--- config.mk ---
export PLATFORM = sky130hd
export DESIGN_NAME = alignment_lock
export DESIGN_NICKNAME = d
export VERILOG_FILES = /design/src/rtl/pcs_pkg.sv /design/src/rtl/sat_counter.sv /design/src/rtl/alignment_lock.sv
export SDC_FILE = /design/constraint.sdc
export NUM_CORES = 1
export LEC_CHECK = 0
export CORE_MARGIN = 2
export CORE_UTILIZATION = 50
export DETAILED_ROUTE_END_ITERATION = 7
export DONT_BUFFER_PORTS = 1
export HOLD_SLACK_MARGIN = 0.15
export PLACE_DENSITY = 0.77
export SETUP_SLACK_MARGIN = 0.3
export SYNTH_ARGS = -nofsm -noshare
export SYNTH_HDL_FRONTEND = slang
export SYNTH_HIERARCHICAL = 1
export SYNTH_SLANG_ARGS = --single-unit
--- constraint.sdc ---
create_clock -name clk -period 2.4 [get_ports clk]
set_input_delay 0.48 -clock clk [delete_from_list [all_inputs] [get_ports clk]]
set_output_delay 0.48 -clock clk [all_outputs]
set_load 0.01 [all_outputs]
--- src/rtl/pcs_pkg.sv ---
// Shared 40GBASE-R PCS definitions: alignment-marker lock states, lane marker
// encodings and the default marker spacing used across the receive lanes.
package pcs_pkg;

   localparam int AM_SPACING_DEFAULT = 16384;
   localparam int PCS_LANES          = 4;
   localparam int AM_INVLD_CNT_W     = 4;

   typedef enum logic [1:0] {
      LOCK_INIT,
      FIND_1ST,
      COUNT_1,
      LOCKED
   } am_lock_state_t;

   // Marker bytes {M0, M1, M2} per PCS lane; M0 is the first byte on the wire.
   localparam logic [PCS_LANES-1:0][23:0] AM_LANE_PATTERN = {
      24'hA2_79_3D,
      24'hC5_65_9B,
      24'hF0_C4_E6,
      24'h90_76_47
   };

   // Marker block payload, byte 0 in the low bits: M0 M1 M2 BIP3 ~M0 ~M1 ~M2 ~BIP3.
   function automatic logic [63:0] am_payload(input logic [23:0] m, input logic [7:0] bip);
      return {~bip, ~m[7:0], ~m[15:8], ~m[23:16], bip, m[7:0], m[15:8], m[23:16]};
   endfunction

   // True when a received payload carries the marker of the given lane (BIP ignored).
   function automatic logic am_payload_match(input logic [63:0] payload, input int lane);
      logic [63:0] ref_pl;
      logic [63:0] mask;
      ref_pl = am_payload(AM_LANE_PATTERN[lane], 8'h00);
      mask   = 64'h00FF_FFFF_00FF_FFFF;
      return ((payload ^ ref_pl) & mask) == 64'd0;
   endfunction

endpackage

--- src/rtl/sat_counter.sv ---
// Generic saturating event counter with synchronous clear; clear wins over
// increment. Shared by the PCS error counters.
module sat_counter #(
   parameter int W = 16
) (
   input  logic         clk,
   input  logic         reset,
   input  logic         clr,
   input  logic         inc,
   output logic [W-1:0] cnt
);

   logic [W-1:0] cnt_q;
   logic [W-1:0] cnt_d;

   always_comb begin
      cnt_d = cnt_q;
      if (clr) begin
         cnt_d = '0;
      end else if (inc && (cnt_q != {W{1'b1}})) begin
         cnt_d = cnt_q + 1'b1;
      end
   end

   always_ff @(posedge clk or posedge reset) begin
      if (reset) begin
         cnt_q <= '0;
      end else begin
         cnt_q <= cnt_d;
      end
   end

   assign cnt = cnt_q;

endmodule

--- src/rtl/alignment_lock.sv ---
// Per-lane alignment marker lock: tracks marker periodicity, flags locked
// marker positions for removal and reports BIP errors on them.
// ALIGN_LOCK_BIP_CNT_EN builds the saturating BIP error counter.
module alignment_lock
   import pcs_pkg::*;
#(
   parameter int AM_SPACING  = AM_SPACING_DEFAULT,
   parameter int INVLD_LIMIT = 4,
   parameter int BIP_CNT_W   = 16
) (
   input  logic                 clk,
   input  logic                 reset,
   input  logic                 block_valid,
   input  logic                 block_lock,
   input  logic                 marker_detect,
   input  logic                 bip_valid,
   input  logic                 bip_cnt_clr,
   output logic                 am_lock,
   output logic                 am_strip,
   output logic                 bip_err,
   output logic [BIP_CNT_W-1:0] bip_err_cnt
);

   localparam int                        CNT_W    = (AM_SPACING > 1) ? $clog2(AM_SPACING) : 1;
   localparam logic [CNT_W-1:0]          LAST_POS = CNT_W'(AM_SPACING - 1);
   localparam logic [AM_INVLD_CNT_W-1:0] LIMIT    = AM_INVLD_CNT_W'(INVLD_LIMIT);

   am_lock_state_t              state_q, state_d;
   logic [CNT_W-1:0]            blk_cnt_q, blk_cnt_d;
   logic [AM_INVLD_CNT_W-1:0]   invld_cnt_q, invld_cnt_d;
   logic                        am_lock_q, am_lock_d;
   logic                        am_strip_q, am_strip_d;
   logic                        bip_err_q, bip_err_d;
   logic                        exp_pos;
   logic                        last_miss;

   assign exp_pos   = block_valid && (blk_cnt_q == LAST_POS);
   assign last_miss = (invld_cnt_q + 1'b1) == LIMIT;

   always_comb begin
      state_d     = state_q;
      invld_cnt_d = invld_cnt_q;
      am_strip_d  = 1'b0;
      blk_cnt_d   = blk_cnt_q;

      // Free-running block position; wraps explicitly so odd spacings work.
      if (block_valid) begin
         blk_cnt_d = exp_pos ? '0 : blk_cnt_q + 1'b1;
      end

      unique case (state_q)
         LOCK_INIT: begin
            invld_cnt_d = '0;
            state_d     = FIND_1ST;
         end
         FIND_1ST: begin
            if (block_valid && marker_detect) begin
               blk_cnt_d = '0;
               state_d   = COUNT_1;
            end
         end
         COUNT_1: begin
            if (exp_pos) begin
               if (marker_detect) begin
                  state_d     = LOCKED;
                  invld_cnt_d = '0;
                  am_strip_d  = 1'b1;
               end else begin
                  state_d = FIND_1ST;
               end
            end
         end
         LOCKED: begin
            if (exp_pos) begin
               if (marker_detect) begin
                  invld_cnt_d = '0;
                  am_strip_d  = 1'b1;
               end else if (last_miss) begin
                  // The lock-dropping miss is not treated as a marker slot.
                  invld_cnt_d = '0;
                  state_d     = LOCK_INIT;
               end else begin
                  invld_cnt_d = invld_cnt_q + 1'b1;
                  am_strip_d  = 1'b1;
               end
            end
         end
         default: begin
            state_d = LOCK_INIT;
         end
      endcase

      if (!block_lock) begin
         state_d    = LOCK_INIT;
         am_strip_d = 1'b0;
      end

      am_lock_d = (state_d == LOCKED);
      bip_err_d = am_strip_d && marker_detect && !bip_valid;
   end

   always_ff @(posedge clk or posedge reset) begin
      if (reset) begin
         state_q     <= LOCK_INIT;
         blk_cnt_q   <= '0;
         invld_cnt_q <= '0;
         am_lock_q   <= 1'b0;
         am_strip_q  <= 1'b0;
         bip_err_q   <= 1'b0;
      end else begin
         state_q     <= state_d;
         blk_cnt_q   <= blk_cnt_d;
         invld_cnt_q <= invld_cnt_d;
         am_lock_q   <= am_lock_d;
         am_strip_q  <= am_strip_d;
         bip_err_q   <= bip_err_d;
      end
   end

   assign am_lock  = am_lock_q;
   assign am_strip = am_strip_q;
   assign bip_err  = bip_err_q;

`ifdef ALIGN_LOCK_BIP_CNT_EN
   // Counts on the same edge the bip_err pulse is registered.
   sat_counter #(
      .W(BIP_CNT_W)
   ) u_bip_cnt (
      .clk   (clk),
      .reset (reset),
      .clr   (bip_cnt_clr),
      .inc   (bip_err_d),
      .cnt   (bip_err_cnt)
   );
`else
   logic unused_bip_cnt_clr;
   assign unused_bip_cnt_clr = bip_cnt_clr;
   assign bip_err_cnt        = '0;
`endif

endmodule

======== After elaboration in Yosys (flattened, before gate mapping) ========
Index checks and enable logic that the tools add are counted.
word-level totals
  register bits after elaboration ......... 23
  word-level logic and storage cells ...... 50
  input port bits ......................... 7
  output and inout port bits .............. 19
cells by class
  $add $sub $neg .......................... 2
  reduce and logical (&&, ||, !) cells .... 8
  eq/ne operators ......................... 9
  multiplexer cells ....................... 25
operators by type and width
  operator                                                          number
  14-bit two-way mux                                                4
  4-bit two-way mux                                                 5
  14-bit by 1-bit adder with 14-bit output (second input constant)  1
  14-bit == test (second input constant)                            1
  2-bit two-way mux                                                 7
  4-bit one-hot mux with 3 select lines                             1
  2-bit one-hot mux with 4 select lines                             1
  2-bit == test (second input constant)                             3
  1-bit two-way mux                                                 6
  2-bit inequality test (second input constant)                     3
  4-bit by 1-bit adder with 4-bit output (second input constant)    1
  4-bit by 3-bit == test with 1-bit output (second input constant)  1
  1-bit logical AND                                                 4
  4-bit AND reduction                                               1
  3-bit nonzero test                                                1
  2-bit by 1-bit == test with 1-bit output (second input constant)  1
  2-bit zero test                                                   1
  1-bit one-hot mux with 2 select lines                             1
  1-bit zero test                                                   1

======== Logic depth before layout (Yosys ltp) ========
Gate-level depths: netlist of the first run.
  depth in word-level cells ............... 9
  mapped depth ............................ 7
  mapped depth without buffers ............ 7

======== Worst setup path before layout of the first run ========
OpenSTA, ideal clock, no wires.
  path type ............................... input to register
  from .................................... input block_valid
  to ...................................... register blk_cnt_q[0]
  stages .................................. 6
  data required time ...................... 2275 ps
  path buffers ............................ 1
  library setup time ...................... 125 ps
  setup slack ............................. 637 ps
  data arrival time ....................... 1638 ps
  path through ............................ buf_4 -> nand4_4 -> nor4_2 -> nand2b_1 -> nor2_1 -> mux2_2
on the way
  longest elaborated chain between the ends .. 5
  elaborated cells on any way between the ends .. 6
  classes of those cells .................. mux (4); reduce/logical (2)
RTL lines
  item                  line                   RTL
  start, declared       alignment_lock.sv:13   input logic block_valid,
  1-bit logical AND     alignment_lock.sv:37   assign exp_pos = block_valid && (blk_cnt_q == LAST_POS);
  14-bit two-way mux    alignment_lock.sv:48   blk_cnt_d = exp_pos ? '0 : blk_cnt_q + 1'b1;
  14-bit two-way mux    alignment_lock.sv:47   if (block_valid) begin
  14-bit two-way mux    alignment_lock.sv:57   if (block_valid && marker_detect) begin
  14-bit two-way mux *  alignment_lock.sv:51   unique case (state_q)
  via blk_cnt_d[0]      alignment_lock.sv:29   logic [CNT_W-1:0] blk_cnt_q, blk_cnt_d;
  end signal, assigned  alignment_lock.sv:112  blk_cnt_q <= blk_cnt_d;
  end, declared         alignment_lock.sv:29
The timed path passes the listed nets; every way through them passes the cells marked *.
A chain may end at the register's enable or synchronous reset.

======== Worst setup path in the final report of the first run ========
  from .................................... register blk_cnt_q[0]
  to ...................................... register state_q[1]
on the way
  longest elaborated chain between the ends .. 5
  elaborated cells on any way between the ends .. 6
  classes of those cells .................. eq/ne (1); mux (4); reduce/logical (1)
RTL lines
  item                                     line                                        RTL
  14-bit == test *                         alignment_lock.sv:37
  1-bit logical AND *                      alignment_lock.sv:37
  2-bit two-way mux (on tied branches)     alignment_lock.sv:74, alignment_lock.sv:63
  2-bit one-hot mux with 4 select lines *  alignment_lock.sv:51
  2-bit two-way mux *                      alignment_lock.sv:93                        if (!block_lock) begin
  via state_d[1]                           alignment_lock.sv:28                        am_lock_state_t state_q, state_d;
  end signal, assigned                     alignment_lock.sv:111                       state_q <= state_d;
  end, declared                            alignment_lock.sv:28
Marks and branches as above.

==> results.cfg, run 1 <==
[run_status]
status = completed

[placement]
place_inst = 185
place.gp.congestion = 0.798
dp_hpwl_um = 1910
portBuffers = 0

[synth]
yosys.area.top_type_share_pct = 39.7
yosysWarnings = 6
synth_cells = 156
syn-cell-area_mm2 = 0.00145
synth_edf_count = 0
syn_avg_cell_area_um2 = 9.30
ys_types = 36
ys.flop_type = dfrtp_1
synth.largest_area_cell = dfrtp_1
async_flop_share_pct = 100
ys_ff_latch = 23
ys_seq_area_share_pct = 39.7
ys_top_cells_by_area = dfrtp_1, buf_4, ha_1

[cells_and_area]
num-fill-cells = 245
layoutNonFillerInstCount = 189
area_growth_pct = 1.64
final_cell_mix = dfrtp_1, conb_1, nand2_1, nor2_1, inv_1
layout-drive-gt1-share_pct = 8.86
nets = 173
antenna_cells = 0
final_util_pct = 53.4
final_common_cell = dfrtp_1

[detailed_routing]
drt_iter0_markers = 30
wl_per_cell_um = 13.5
via_per_inst = 5.39
drt_pass1_iterations = 4
drc = 0
ant_nets = 0
vias = 1018
routed_wl_um = 2550

[worst_setup_path]
path_max_fanout = 7
worst_setup_path_end_kind = flop
worstSetupStartpointType = flop
critPathKind = reg -> reg
required_ns = 2.61
arrival_ns = 2.17

[sta]
slew_headroom_pct = 43.6
slew_viol_final = 0
setup_viol = 0
hold_violations = 0
fin_tns_setup_ns = 0
fin_skew_ns = 0.0141
finalCriticalPeriod_ns = 1.95
grt_setup_unrepaired = no
tightest_slew_ns = 0.845
timing.fmax_ghz = 0.512
timing.final.crit_share_pct = 81.4

[power]
power_leakage_nw = 0.681
irDropWorstVdd_uv = 494
power.density_mw_per_mm2 = 544
finalPower_w = 0.000802

[die]
chipHeight_um = 57.9
io_pins = 26
dieArea_mm2 = 0.00335
coreArea_mm2 = 0.00276
die_w_um = 57.9
rows = 19
initial_core_util_pct = 52.6

[job]
maxCapViolCount = 0

[grt]
track_usage_pct = 16.5
grt_max_degree = 24
grt_pass1_vias = 1018
grt_pass1_wl_um = 4350
grt_antenna_before_repair = 0
grt_overflow_total = 0

[clock_tree]
ctsRootBufferMaster = clkbuf_4
cts_sinks = 23
cts_tree = yes
postCtsHoldBufs = 0
h-tree-depth = 1
clkLatencyLatePin_ns = 0.33
cts_buffer_depth = 2
cts.clk_slew.worst_paths_ns = 0.14
numCtsBuffers = 3

[min_path]
hp-class = in -> async
-- state kept, by name (all words and copies together) (netlist names) --
| register | count |
|---|---|
| bip_err | 1 |
| blk_cnt_q | 14 |
| am_strip | 1 |
| am_lock | 1 |
| state_q | 2 |
| invld_cnt_q | 4 |
-- power breakdown --
part           internal, W  total, W  switching (W)
sequential        0.000428  0.000480      0.0000523
clock            0.0000625  0.000186       0.000123
combinational    0.0000591  0.000136      0.0000770
-- cell families (layout without fill, tap and decap cells) --
family,Yosys count,in the layout,synth area share [%]
xor gates and xnor gates,11,11,6.64
muxes,1,1,0.776
AOI/OAI and AO/OA,23,23,10.3
adders and majority gates,7,7,6.04
and+or+nand+nor,63,63,24.8
DFF,23,23,39.7
other,1,16,0.259
buffers and inverters,27,14,11.5
-- cells in the mapped netlist, types with 2 or more instances --
master	n
nor3b_1	2
or3_1	2
nor2_1	15
inv_1	9
nand3_1	5
nand4_1	4
nand4_4	2
ha_1	7
nor4_1	2
a21oi_1	7
nor2b_1	5
o41ai_1	3
nand3b_1	2
nand2_1	15
o21ai_0	4
o22ai_1	2
xor2_1	8
buf_4	17
nand2b_1	4
dfrtp_1	23
xnor2_1	3
-- final cells by class --
| class | count | area [um2] | area share [%] |
|---|---|---|---|
| clock inverters | 1 | 5.00 | 0.340 |
| flip-flops and latches | 23 | 576 | 39.0 |
| inverters | 9 | 33.8 | 2.29 |
| well taps | 31 | 38.8 | 2.63 |
| repair buffers | 1 | 7.51 | 0.509 |
| multi-input cells | 121 | 791 | 53.7 |
| clock buffers | 3 | 22.5 | 1.53 |
-- final timing paths --
path,cells after the start,from,slack (ns),to
worst max-delay path,6,blk_cnt_q[0],0.45,state_q[1]
worst min-delay path,1,reset,0.19,invld_cnt_q[2]
worst max register to register,6,blk_cnt_q[0],0.45,state_q[1]
worst min register to register,2,blk_cnt_q[1],0.57,blk_cnt_q[1]
max in group asynchronous,1,reset,1.67,blk_cnt_q[3]
min in group clk,1,bip_valid,0.20,bip_err
-- critical path, cell delays in order (launching register included) --
cell and delay (ns):
dfrtp_1 0.42, ha_1 0.23, nand4_4 0.20, nor4_4 0.45
nor3b_1 0.28, nand3b_1 0.17, a21oi_1 0.09
-- per-layer routing --
metal,track usage [%],vias up,part of all wire (%)
li1,-,507,-
met1,21.6,493,45
met2,27.8,14,51
met3,1.34,4,2.1
met4,7.64,0,1.6
met5,0,-,0
-- what timing repair did --
item                       4_1_cts  5_1_grt
setup endpoints to repair        0        4
setup buffers                    0        0
resized for setup                0        4
-- stage by stage --
| stage | hold WS [ns] | instance area, um2 | setup slack [ns] |
|---|---|---|---|
| finish | 0.194 | 1470 | 0.445 |
| global route | 0.200 | 1470 | 0.325 |
| CTS | 0.207 | 1450 | 0.365 |
| detailed placement | 0.558 | 1420 | 0.401 |
| global placement | 0.542 | 1420 | 0.443 |
| floorplan | 0.482 | 1510 | 0.637 |
Note: power is estimated with default switching activity, not from simulation.
==> run 2: changes to the inputs <==
- clock period: 2.4 -> 1.9 ns (I/O delays scaled with it)
==> run 2 against run 1 <==
Clock power rose by 26%; sequential cell count did not move; global-route usage up 4.9 points; total power grew 46%; hold slack better by 0.0028 ns; cell count increased by 14%; first-iteration DRC count grew 100%.
==> results.cfg, run 2 (synthesis results as in run 1) <==
[run_status]
status = completed

[sta]
hold_violations = 0
grt_setup_unrepaired = yes
fin_skew_ns = 0.00703
fin_tns_setup_ns = 0
fin_ws_ns = 0.0634
setup_viol = 0
slew_viol_final = 0
finalCriticalPeriod_ns = 1.84
timing.fmax_ghz = 0.544
timing.final.crit_share_pct = 96.7

[worst_setup_path]
worstSetupStartpointType = flop
endpoint = state_q[1]
critPathKind = reg -> reg
r2r.worst_path.cells = 6
r2r_slack_ns = 0.06
arrival_ns = 2.04
path_max_fanout = 5
r2r-end = state_q[1]
rr_startpoint = blk_cnt_q[9]
required_ns = 2.10
startpoint = blk_cnt_q[9]
worst_setup_path_end_kind = flop

[cells_and_area]
top_register = blk_cnt_q
final_util_pct = 66.7
largest_reg_flops = 14
reg.largest.list = blk_cnt_q (14), invld_cnt_q (4), state_q (2)
final_common_cell = buf_4
area_growth_pct = 26.9
antenna_cells = 0
layout-drive-gt1-share_pct = 32.4
nets = 200
final_cell_mix = buf_4, dfrtp_1, conb_1
design_area_mm2 = 0.00184

[detailed_routing]
wl_per_cell_um = 17.9
vias = 1256
ant_nets = 0
dr_wl_met3_um = 152
drt_pass1_iterations = 4
routed_wl_um = 3880
drt_iter0_markers = 60
met1_length_um = 1570
via_per_inst = 5.81
top_layer_used = met4
drc = 0
wl_met2_um = 2060

[die]
coreArea_mm2 = 0.00276
initial_core_util_pct = 52.6
die_w_um = 57.9
rows = 19
dieArea_mm2 = 0.00335
io_pins = 26
chipHeight_um = 57.9

[power]
combinationalPowerShare_pct = 28.1
finalPower_w = 0.00117
power_leakage_nw = 0.872
power.density_mw_per_mm2 = 636
power_frac_seq_pct = 51.9
sw_frac_of_total_pct = 32.4
power.switching_w = 0.000379
power.share.clock_pct = 20.1
p_int_w = 0.000792
irDropWorstVdd_uv = 743

[job]
maxCapViolCount = 0

[grt]
track_usage_pct = 21.3
grt_antenna_before_repair = 0
grt_pass1_vias = 1204
grt_overflow_total = 0
grt_max_degree = 24
grt_pass1_wl_um = 5500

[placement]
dp_slack_ns = 0.0823
placed_cell_area_mm2 = 0.00147
portBuffers = 0
dp_hpwl_um = 1950
place.gp.congestion = 0.794

[clock_tree]
cts_sinks = 23
cts_tree = yes
numCtsBuffers = 3
ctsRootBufferMaster = clkbuf_4
cts_buffer_depth = 2
clkLatencyLatePin_ns = 0.32
cts.clk_slew.worst_paths_ns = 0.13
h-tree-depth = 1

[min_path]
hp-class = in -> reg
run 2: cell types whose count changed in the layout (fill, tap and decap cells not counted), moves of 3 or more:
cell / delta
o21ai_0: -3
buf_6: +4
a21oi_1: -3
o21ai_1: +3
buf_4: +20
dfrtp_1: -4
dlygate4sd3_1: +3
dfrtp_2: +4
run 2: worst min-delay path by stage:
| stage | startpoint | to | slack [ns] | depth (start not counted) |
|---|---|---|---|---|
| after detailed placement | reset | blk_cnt_q[4] | 0.33 | 2 |
| after floorplan | reset | am_lock | 0.38 | 1 |
| after global placement | reset | blk_cnt_q[4] | 0.32 | 2 |
| after CTS | block_valid | blk_cnt_q[1] | 0.16 | 1 |
| after global routing | block_lock | state_q[0] | 0.19 | 1 |
| final | block_lock | state_q[0] | 0.20 | 1 |
run 2: routing by layer:
metal | track usage [%] | vias to the layer above
li1 | - | 562
met1 | 26.8 | 626
met2 | 37.2 | 50
met3 | 2.01 | 18
met4 | 9.63 | 0
met5 | 0 | -
run 2: timing repair:
item,in CTS,in global routing
setup endpoints to repair,22,23
setup buffers,16,5
hold buffers,2,1
endpoints found under the hold margin,24,1
pin swaps,9,4
gates resized for setup,18,18
run 2: layout make-up:
type	instances	area (um2)
flip-flops and latches	23	581
inverters	9	33.8
fillers	176	917
clock buffers	4	26.3
multi-input cells	121	928
repair buffers	28	233
well taps	31	38.8
run 2: power by group through the flow:
| stage | clock [W] | combinational (W) | sequential, W |
|---|---|---|---|
| after floorplan | 0 | 0.000179 | 0.000603 |
| after global placement | 0 | 0.000169 | 0.000611 |
| after detailed placement | 0 | 0.000178 | 0.000616 |
| after CTS | 0.000227 | 0.000269 | 0.000603 |
| after global routing | 0.000248 | 0.000369 | 0.000615 |
| final | 0.000235 | 0.000329 | 0.000608 |
run 2: metrics by stage:
step                      std cells  hold slack, ns
final                           216           0.197
after global routing            216           0.186
after CTS                       210           0.161
after detailed placement        188           0.333
after global placement          188           0.324
after floorplan                 171           0.382
run 2: critical path, cell delays in order, from the launching register on:
cell      delay, ns
dfrtp_1        0.48
nand4_1        0.18
buf_4          0.20
nor4_4         0.30
nor3b_4        0.30
nand3b_1       0.18
a21oi_1        0.08
==> RTL edit 1 (settings of run 2) <==
The 4 states of `am_lock_state_t` get a one-hot encoding in 4 bits.
--- a/src/rtl/pcs_pkg.sv
+++ b/src/rtl/pcs_pkg.sv
@@ -6,11 +6,11 @@
    localparam int PCS_LANES          = 4;
    localparam int AM_INVLD_CNT_W     = 4;
 
-   typedef enum logic [1:0] {
-      LOCK_INIT,
-      FIND_1ST,
-      COUNT_1,
-      LOCKED
+   typedef enum logic [3:0] {
+      LOCK_INIT = 4'b0001,
+      FIND_1ST  = 4'b0010,
+      COUNT_1   = 4'b0100,
+      LOCKED    = 4'b1000
    } am_lock_state_t;
 
    // Marker bytes {M0, M1, M2} per PCS lane; M0 is the first byte on the wire.
Function: no difference found for any inputs over 10 cycles, from zero or initial values and one cycle with reset high; not proved beyond that.
==> RTL edit 1 against run 2 <==
  * Total power is 14% higher
  * Design area is 0.54% lower
  * Routed wire length is 14% lower
  * Area after synthesis is 6.8% higher
  * First-iteration DRC count is 10% higher
  * Sequential cell count is 2 higher
  * Worst setup slack better by 0.17 ns
  * Critical path type unchanged
  * Critical endpoint is now am_lock$_DFF_PP0_
  * Highest routed layer unchanged
==> RTL edit 1: results (changes against run 2) <==
Setup crit end: am_lock$_DFF_PP0_
CP startpoint: invld_cnt_q[0]$_DFFE_PP0P_
Clock net power: 0.249 mW (+6%)
worst-case hold slack: 0.179 ns (-0.0175 ns)
critical path peak fanout: 3 (-2)
Reg-to-Reg Start: invld_cnt_q[0]$_DFFE_PP0P_
commonest cells in the netlist: dfrtp_1 (24), buf_4 (18), nor2_1 (18)
vias in the first global route: 1249 (+3.7%)
status: finished, final reports clean
largest net degree at the start of global routing: 26 (+8.3%)
# fillers: 238 (+35%)
Hold Path Sink: blk_cnt_q[1]$_DFF_PP0_
final wirelength: 3320 um (-14%)
Post-Synth Adder-Cell Area: 2.42% (-3.6 points)
Cell variety after synth: 51 (+42%)
clock skew: 0.00802 ns (+0.000997 ns)
Regs by FF count: blk_cnt_q x14, invld_cnt_q x4, state_q x4
Reg power frac: 51.7% (-0.2 points)
mux share of post-synthesis cell area: 1.37% (+0.60 points)
xor-xnor portion of the synthesized cell area: 6.22% (-0.42 points)
leakage power: 0.839 nW (-3.8%)
post-synthesis compound-gate area fraction: 12.0% (+1.7 points)
Synth area leaders: dfrtp_1 (39%), buf_4 (8.7%), nor2_1 (4.4%)
All-Layer GR Usage: 19.6% (-1.8 points)
routability congestion estimate: 0.853 (+7.4%)
Crit-path slowest cell: or4bb_4
hold depth: 2 (+1)
first-pass GRT wire length: 5320 um (-3.3%)
1st-iter DRT viols: 66 (+10%)
Cell Area, Placed: 1550 um2 (+5.7%)
Sw Pwr: 0.454 mW (+20%)
Finished Layout Cells: 222 (+2.8%)
Cells after Synth: 163 (+4.5%)
HP Start: block_valid
sequential-to-total area share from yosys stat: 40.5% (+0.78 points)
CP Data Arrival Time: 1.88 ns (-0.16 ns)
Clock Pin Slew Worst Setup and Hold Paths: 0.15 ns (+0.02 ns)
==> RTL edit 1: changes by cell type in the layout (fill, tap and decap cells not counted), moves of 3 or more <==
cell      before  now
ha_1           6    1
nand2_1       14   10
buf_4         21   24
o21ai_1        3    0
nor3_1         0    4
nor2_1        13   17
and3_1         0    3
nor2b_1        5    2
a21oi_2        3    0
dfrtp_1       19   24
dfrtp_2        4    0
o211ai_1       0    3
buf_6          4    1
==> RTL edit 1: timing repair <==
item                       CTS  global route
gates cloned                 0             1
pin swaps                   11             9
buffers inserted            10             8
gates resized for setup     10             9
hold endpoints to repair    25             0
hold buffers                 2             0
setup endpoints to repair   23            24
==> RTL edit 1: layout make-up <==
| cell class | instances | area, um2 | area share (%) |
|---|---|---|---|
| Timing Repair Buffer | 27 | 211 | 11.6 |
| Clock buffer | 3 | 22.5 | 1.23 |
| Clock inverter | 1 | 7.51 | 0.410 |
| Multi-Input combinational cell | 126 | 895 | 48.9 |
| Sequential cell | 25 | 627 | 34.2 |
| Tap cell | 33 | 41.3 | 2.26 |
| Inverter | 7 | 26.3 | 1.44 |
==> RTL edit 1: worst max-delay path: cells and delay by family, from the launching register on <==
kind / cells / cell delay, ns
adders and majority gates: 1 / 0.19
DFF: 1 / 0.41
and+or+nand+nor: 2 / 0.78
AOI/OAI and AO/OA: 2 / 0.18
==> RTL edit 1: kinds of logic after synthesis <==
group                    count (synthesis)
buffers and inverters                   28
AND/OR/NAND/NOR                         68
other                                    1
XOR/XNOR                                11
multiplexers                             2
AO/OA/AOI/OAI                           25
flip-flops                              25
adder cells (fa/ha/maj)                  3
==> RTL edit 1: metal layers <==
metal  GRT usage [%]  share of wire (%)
met5               0                  0
met4            5.08                1.2
met3            4.33                5.1
met2            35.6                 54
met1            23.1                 40
==> RTL edit 2 (flow settings as in run 2) <==
Made on the original files. Set the package constant `AM_INVLD_CNT_W` to 6 (it was 4).
--- a/src/rtl/pcs_pkg.sv
+++ b/src/rtl/pcs_pkg.sv
@@ -4,7 +4,7 @@
 
    localparam int AM_SPACING_DEFAULT = 16384;
    localparam int PCS_LANES          = 4;
-   localparam int AM_INVLD_CNT_W     = 4;
+   localparam int AM_INVLD_CNT_W     = 6;
 
    typedef enum logic [1:0] {
       LOCK_INIT,
Behaviour: no difference found for any inputs over 10 cycles, from zero or initial values and one cycle with reset high; that may be too few to reach the edited logic, so the function may still have changed.
==> RTL edit 2 against run 2 <==
  * The flow now finishes with violations (DRC)
  * Routed wire length down 21%
  * Design area up 1.8%
  * Worst hold slack worse by 0.014 ns
  * Non-clock buffer count up 2
  * Sequential cell count up 2
  * Worst setup slack worse by 0.050 ns
  * First-iteration DRC count down 6.7%
  * Area after synthesis up 3.5%
  * Total power up 2.8%
  * Largest cell class unchanged
==> RTL edit 2: results (changes against run 2) <==
failing checks: DRC
1st-iter DRT viols: 56 (-6.7%)
status: finished, violations left
Sw Share: 30.4% (-2.0 points)
Fmax achieved: 0.530 GHz (-2.7%)
commonest cells in the netlist: dfrtp_1 (25), buf_4 (16), nor2_1 (16)
largest net degree at the start of global routing: 26 (+8.3%)
ClkCell Share: 1.40% (-0.026 points)
CTS Hold Bufs: 3 (+1)
Clock Sinks: 25 (+8.7%)
Power Density: 643 nW/um2 (+0.95%)
layout cells sized above 1: 27.5% (-5.0 points)
clock skew: 0.00769 ns (+0.000664 ns)
Cells after Synth: 152 (-2.6%)
critical path peak fanout: 4 (-1)
All-Layer GR Usage: 18.0% (-3.3 points)
multi-input gate count: 115 (-5.0%)
Layout non-clock buf frac: 14.9% (+2.2 points)
CP startpoint: blk_cnt_q[1]$_DFF_PP0_
Cell Area, Placed: 1530 um2 (+3.9%)
Non-CTS buffers: 30 (+7.1%)
Cell variety after synth: 42 (+17%)
first-pass GRT wire length: 4720 um (-14%)
Setup crit end: blk_cnt_q[0]$_DFF_PP0_
R2R cell count: 8 (+2)
reg2reg setup slack: 0.01 ns (-0.05 ns)
Finished Layout Cells: 213 (-1.4%)
wire per inst: 14.4 um (-20%)
detailed placement HPWL: 1870 um (-4.1%)
# fillers: 218 (+24%)
multi-input combinational area share: 46.6% (-3.8 points)
combinational power share: 27.1% (-1.0 points)
CTS-repair resized insts: 11 (-7)
residual DRC count: 3 (+3)
==> RTL edit 2: changes by cell type in the layout (fill, tap and decap cells not counted), moves of 4 or more <==
cell and delta:
o21ai_2 +4, dfrtp_1 +5, nor3_1 +4, nor2b_1 -5
==> RTL edit 2: worst min-delay path by stage <==
stage / start / slack (ns) / end / cells after the start
after CTS: block_valid / 0.18 / blk_cnt_q[1]$_DFF_PP0_ / 2
after global placement: reset / 0.34 / invld_cnt_q[3]$_DFFE_PP0P_ / 2
after global routing: block_valid / 0.17 / blk_cnt_q[1]$_DFF_PP0_ / 2
after detailed placement: reset / 0.34 / invld_cnt_q[4]$_DFFE_PP0P_ / 2
final: block_valid / 0.18 / blk_cnt_q[1]$_DFF_PP0_ / 2
after floorplan: reset / 0.41 / am_lock$_DFF_PP0_ / 1
==> RTL edit 2: critical path: stages (launching register included) <==
cell	delay, ns
dfrtp_1	0.41
ha_4	0.16
nand4_4	0.09
buf_4	0.16
buf_6	0.11
o41ai_4	0.34
buf_4	0.21
nor2_1	0.04
mux2_2	0.25
==> RTL edit 2: per-layer routing <==
metal  track usage (%)  vias to the layer above  share of wire [%]
li1                  -                      560                  -
met1              19.5                      561                 40
met2              33.3                       23                 55
met3              5.05                        6                3.2
met5                 0                        -                  0
met4              6.17                        0                1.7
==> RTL edit 2: logic make-up (layout without fill, tap and decap cells) <==
| logic type | count (synthesis) | count (layout) | synth area share (%) |
|---|---|---|---|
| AOI/OAI and AO/OA | 24 | 24 | 12.1 |
| xor gates and xnor gates | 13 | 13 | 7.59 |
| adders and majority gates | 6 | 6 | 5.00 |
| buffers and inverters | 27 | 42 | 11.3 |
| DFF | 25 | 25 | 41.7 |
| muxes | 1 | 1 | 0.751 |
| other | 1 | 16 | 0.250 |
| and+or+nand+nor | 55 | 55 | 21.4 |
